## src/rtl/breadboard_sequencer.sv

```systemverilog
// ============================================================================
// Module  : breadboard_sequencer
// Purpose : Sweeps the breadboard inputs {w,x,y,z} through all 16 vectors.
//           Each vector is held for SETTLE cycles before the 10 breadboard
//           outputs are captured. Each captured row is handed downstream over
//           a valid/ready handshake.
// Option  : BB_SIGNATURE_EN - when defined, every transferred row is folded
//           into a 16-bit rotate/XOR signature. When undefined, signature
//           reads as 16'h0000.
// Revision: 1.0 - initial release
// ============================================================================
`default_nettype none

module breadboard_sequencer #(
   parameter int unsigned SETTLE = 2
) (
   input  logic        clk,
   input  logic        rst,
   input  logic        start,
   output logic        w,
   output logic        x,
   output logic        y,
   output logic        z,
   input  logic [9:0]  r,
   output logic        row_valid,
   input  logic        row_ready,
   output logic [3:0]  row_index,
   output logic [9:0]  row_data,
   output logic        busy,
   output logic        done,
   output logic [15:0] signature
);

   // A settle time of 0 is treated as 1 so that every vector gets at least one cycle.
   localparam int unsigned S_EFF = (SETTLE < 1) ? 1 : SETTLE;
   localparam int unsigned CW    = (S_EFF > 1) ? $clog2(S_EFF) : 1;
   localparam logic [CW-1:0] CNT_LAST = CW'(S_EFF - 1);

   typedef enum logic [1:0] {
      IDLE    = 2'd0,
      DRIVE   = 2'd1,
      PRESENT = 2'd2,
      DONE    = 2'd3
   } state_t;

   state_t        state_q, state_d;
   logic [CW-1:0] cnt_q, cnt_d;
   logic [3:0]    idx_q, idx_d;
   logic [9:0]    data_q, data_d;
   logic [3:0]    wxyz_q, wxyz_d;
   logic          xfer;

   // State, counter, row and input-vector registers.
   always_ff @(posedge clk) begin
      if (rst) begin
         state_q <= IDLE;
         cnt_q   <= '0;
         idx_q   <= '0;
         data_q  <= '0;
         wxyz_q  <= '0;
      end else begin
         state_q <= state_d;
         cnt_q   <= cnt_d;
         idx_q   <= idx_d;
         data_q  <= data_d;
         wxyz_q  <= wxyz_d;
      end
   end

   // Next-state logic: the breadboard inputs follow the row index whenever a new row begins.
   always_comb begin
      state_d = state_q;
      cnt_d   = cnt_q;
      idx_d   = idx_q;
      data_d  = data_q;
      wxyz_d  = wxyz_q;
      case (state_q)
         IDLE: begin
            if (start) begin
               state_d = DRIVE;
               cnt_d   = '0;
               idx_d   = 4'd0;
               wxyz_d  = 4'd0;
            end
         end
         DRIVE: begin
            if (cnt_q == CNT_LAST) begin
               data_d  = r;
               cnt_d   = '0;
               state_d = PRESENT;
            end else begin
               cnt_d = cnt_q + CW'(1);
            end
         end
         PRESENT: begin
            if (row_ready) begin
               if (idx_q == 4'hF) begin
                  state_d = DONE;
               end else begin
                  idx_d   = idx_q + 4'd1;
                  wxyz_d  = idx_q + 4'd1;
                  state_d = DRIVE;
               end
            end
         end
         DONE: begin
            state_d = IDLE;
         end
         default: begin
            state_d = IDLE;
         end
      endcase
   end

   assign xfer      = (state_q == PRESENT) && row_ready;
   assign row_valid = (state_q == PRESENT);
   assign busy      = (state_q == DRIVE) || (state_q == PRESENT);
   assign done      = (state_q == DONE);
   assign row_index = idx_q;
   assign row_data  = data_q;
   assign {w, x, y, z} = wxyz_q;

`ifdef BB_SIGNATURE_EN
   logic [15:0] sig_q, sig_d;

   // Signature fold: rotate left by one, then XOR in the transferred row.
   always_comb begin
      sig_d = sig_q;
      if ((state_q == IDLE) && start) begin
         sig_d = 16'h0000;
      end else if (xfer) begin
         sig_d = {sig_q[14:0], sig_q[15]} ^ {2'b00, idx_q, data_q};
      end
   end

   // Signature register.
   always_ff @(posedge clk) begin
      if (rst) begin
         sig_q <= 16'h0000;
      end else begin
         sig_q <= sig_d;
      end
   end

   assign signature = sig_q;
`else
   logic unused_xfer;
   assign unused_xfer = xfer;
   assign signature   = 16'h0000;
`endif

endmodule

`default_nettype wire

```

## config.mk

```make
export PLATFORM = sky130hd
export DESIGN_NAME = breadboard_sequencer
export DESIGN_NICKNAME = d
export VERILOG_FILES = /design/src/rtl/breadboard_sequencer.sv
export SDC_FILE = /design/constraint.sdc
export NUM_CORES = 1
export LEC_CHECK = 0
export CAP_MARGIN = 20
export CORE_ASPECT_RATIO = 1.75
export CORE_MARGIN = 2
export CORE_UTILIZATION = 40
export CTS_BUF_LIST = sky130_fd_sc_hd__clkbuf_8
export DETAILED_ROUTE_END_ITERATION = 16
export PLACE_DENSITY = 0.81
export SYNTH_ARGS = -nofsm -noshare
export SYNTH_HDL_FRONTEND = slang
export SYNTH_SLANG_ARGS = --single-unit
```

## constraint.sdc

```tcl
create_clock -name clk -period 1.9 [get_ports clk]
set_clock_uncertainty 0.15 [all_clocks]
set_input_delay 0.19 -clock clk [delete_from_list [all_inputs] [get_ports clk]]
set_output_delay 0.19 -clock clk [all_outputs]
set_load 0.05 [all_outputs]
```

==> key figures <==
Outcome
  • Status: finished, final reports clean

Routing
  • DRT Wirelength: 2017 µm
  • Via density: 4.861
  • Vias: 802
  • Post-route ant nets: 0
  • 1st-iter DRT viols: 15
  • Post-route DRC: 0
  • DRT Pass-1 Iters: 6
  • Drt wl/cell: 12.22 µm

CTS
  • Clock slew at reported path FFs: 0.06 ns
  • Maximum clock path buffer count: 2
  • Clk root buf: clkbuf_8
  • Number of post-CTS setup repair buffers: 0
  • # H-tree levels: 1
  • CTS Hold Bufs: 0
  • Clock Sinks: 17
  • Resized cells post-CTS: 0
  • Clock Latency Late Sink: 0.25 ns
  • CTS Buf Count: 3
  • TritonCTS clock tree: yes

Global routing
  • Remaining global-route overflow: 0
  • Initial antenna violation count: 0
  • First-pass GRT wire length: 2780 µm
  • GRT Util Overall: 14.68%
  • Vias in the first global route: 718
  • Pin count of the biggest net entering global routing: 14

STA
  • Worst Max-Slew Pin Slew: 0.4984 ns
  • Setup_tns: 0 ns
  • Maximum clock rate: 578.0 MHz
  • # setup viols final: 0
  • Slew Viols, Final: 0
  • Tcrit/Tclk final: 91.06%
  • Relative slew slack: 66.67%
  • Final Hold Viols: 0
  • RSZ-0062 raised after global routing: no
  • Post-layout minimum cycle time: 1.730 ns

Final layout
  • Fin nets: 160
  • P&R area growth vs syn: 30.65%
  • Core Util, Final: 54.67%
  • Layout cell share with drive strength beyond 1: 15.71%
  • Antenna cells: 0

Worst setup path
  • Max incr delay on CP: 0.81 ns
  • Crit path required time: 1.56 ns
  • Crit start category: register
  • Cell Chain, Critical Path: clkdlybuf4s50_1
  • Slowest CP cell: clkdlybuf4s50_1
  • Worst Path Buf+Inv: 1
  • Crit-path leading delay family: buffers and inverters
  • Critical Path Sink Type: output port
  • Crit Path Category: reg2out
  • Top fanout value on the critical path: 2
  • Critical path arrival: 1.39 ns

Pwr
  • VDD IR max: 664.0 µV
  • LEAKAGE: 0.5030 nW
  • Power Density: 1084 nW/µm²

Synth
  • Synth top area share: 35.32%
  • Asr flop ratio synth: 0%
  • Post-synthesis sequential area ratio: 35.32%
  • Yosys cell types: 28
  • Synth cell count leaders: buf_4, nand2_1, dfxtp_1
  • Syn Area/Cell: 8.679 µm²
  • Yosys warnings: 0
  • Count leader, synth: buf_4
  • Biggest area consumer among synthesized cells: dfxtp_1
  • Cell area after synthesis: 963.4 µm²
  • #FFs+latches synth: 17
  • Area contributors post-synth: dfxtp_1, buf_4, nand2_1, ha_1, a21oi_1
  • Main flop type after synthesis: dfxtp_1
  • Post-synth EDFFs: 0
  • Post-Syn Instances: 111

Flow run
  • # Max-Cap Violations: 0

Placement
  • Placer congestion estimate: 0.8073
  • Dpl hpwl: 1611 µm
  • I/O Buffers: 34

Die
  • Die ar.: 2833 µm²
  • Initial Util: 41.85%
  • Chip Height: 68.92 µm
  • Ports: 51
  • Core outline area: 2302 µm²
  • Chip width: 41.10 µm
  • Cell Rows: 23

Min path
  • Worst Hold Class: reg2reg
worst register-to-register path, delay by kind of cell (launching register included):
family / cells / cell delay, ns
DFF: 1 / 0.40
AOI/OAI and AO/OA: 2 / 0.44
adders and majority gates: 1 / 0.27
and+or+nand+nor: 1 / 0.26
buffers and inverters: 1 / 0.09
cells by family (layout without fill, tap and decap cells):
| logic type | after synthesis | after routing | synth area share, % |
|---|---|---|---|
| compound gates | 21 | 21 | 17.02 |
| buf+inv | 28 | 42 | 20.39 |
| flops | 17 | 17 | 35.33 |
| mux | 1 | 1 | 1.039 |
| fa+ha+maj | 5 | 5 | 6.494 |
| simple gates | 38 | 38 | 19.35 |
| other cells | 1 | 16 | 0.3892 |
layer usage:
metal | track usage [%] | vias to the layer above | wire length [µm]
li1 | - | 399 | -
met2 | 28.71 | 40 | 1116
met4 | 10.89 | 0 | 32
met1 | 11.16 | 359 | 699
met3 | 2.244 | 4 | 169
met5 | 0 | - | 0
where the power goes:
group / total [mW] / switching, mW / leakage (nW) / internal [mW]
logic: 0.678 / 0.423 / 0.339 / 0.255
clock network: 0.256 / 0.113 / 0.0269 / 0.143
registers: 0.430 / 0.0362 / 0.138 / 0.394
total: 1.36 / 0.572 / 0.503 / 0.791
sequential cells by signal, summed over array words and instances, names as in the netlist:
signal	count
state_q	2
wxyz_q	4
row_data	10
cnt_q	1
stage by stage:
step                std cells  hold slack (ns)  total power, mW  worst slack, ns  cell area, µm²
floorplan                 126           0.1760           0.9551           0.1286            1022
global placement          161           0.2924            1.091           0.2954            1214
detailed placement        161           0.2988            1.113           0.1931            1214
CTS                       165           0.3078            1.375           0.1523            1259
global route              165           0.3226            1.435          0.06555            1259
finish                    165           0.3055            1.364           0.1699            1259
final cells by class:
cell class	instances	area (µm²)
Fill cell	214	1044
Multi-Input combinational cell	81	485.5
Timing Repair Buffer	35	345.3
Sequential cell	17	340.3
Clock buffer	3	41.29
Tap cell	25	31.28
Inverter	3	11.26
Clock inverter	1	3.754
path summary, 6_finish.rpt:
path / startpoint / to / cells past startpoint / slack [ns]
hold reg to reg: row_data[4] / row_data[4] / 2 / 0.31
setup reg to reg: state_q[0] / wxyz_q[3] / 5 / 0.18
hold / removal: row_data[4] / row_data[4] / 2 / 0.31
setup / recovery: row_data[8] / row_data[8] / 1 / 0.17
layout by cell type (no fill, tap or decap), types with 2 or more instances in the layout:
cell,synthesis,final
buf_4,22,10
buf_12,0,2
conb_1,1,16
a21oi_1,10,10
clkdlybuf4s50_1,0,23
a41oi_1,3,3
dfxtp_1,17,17
clkbuf_8,0,3
nand2_1,21,21
a311oi_2,2,2
ha_1,5,4
inv_1,3,4
and3_1,2,2
nor3_1,2,2
nand2b_1,7,7
(Power assumes the default switching activity.)
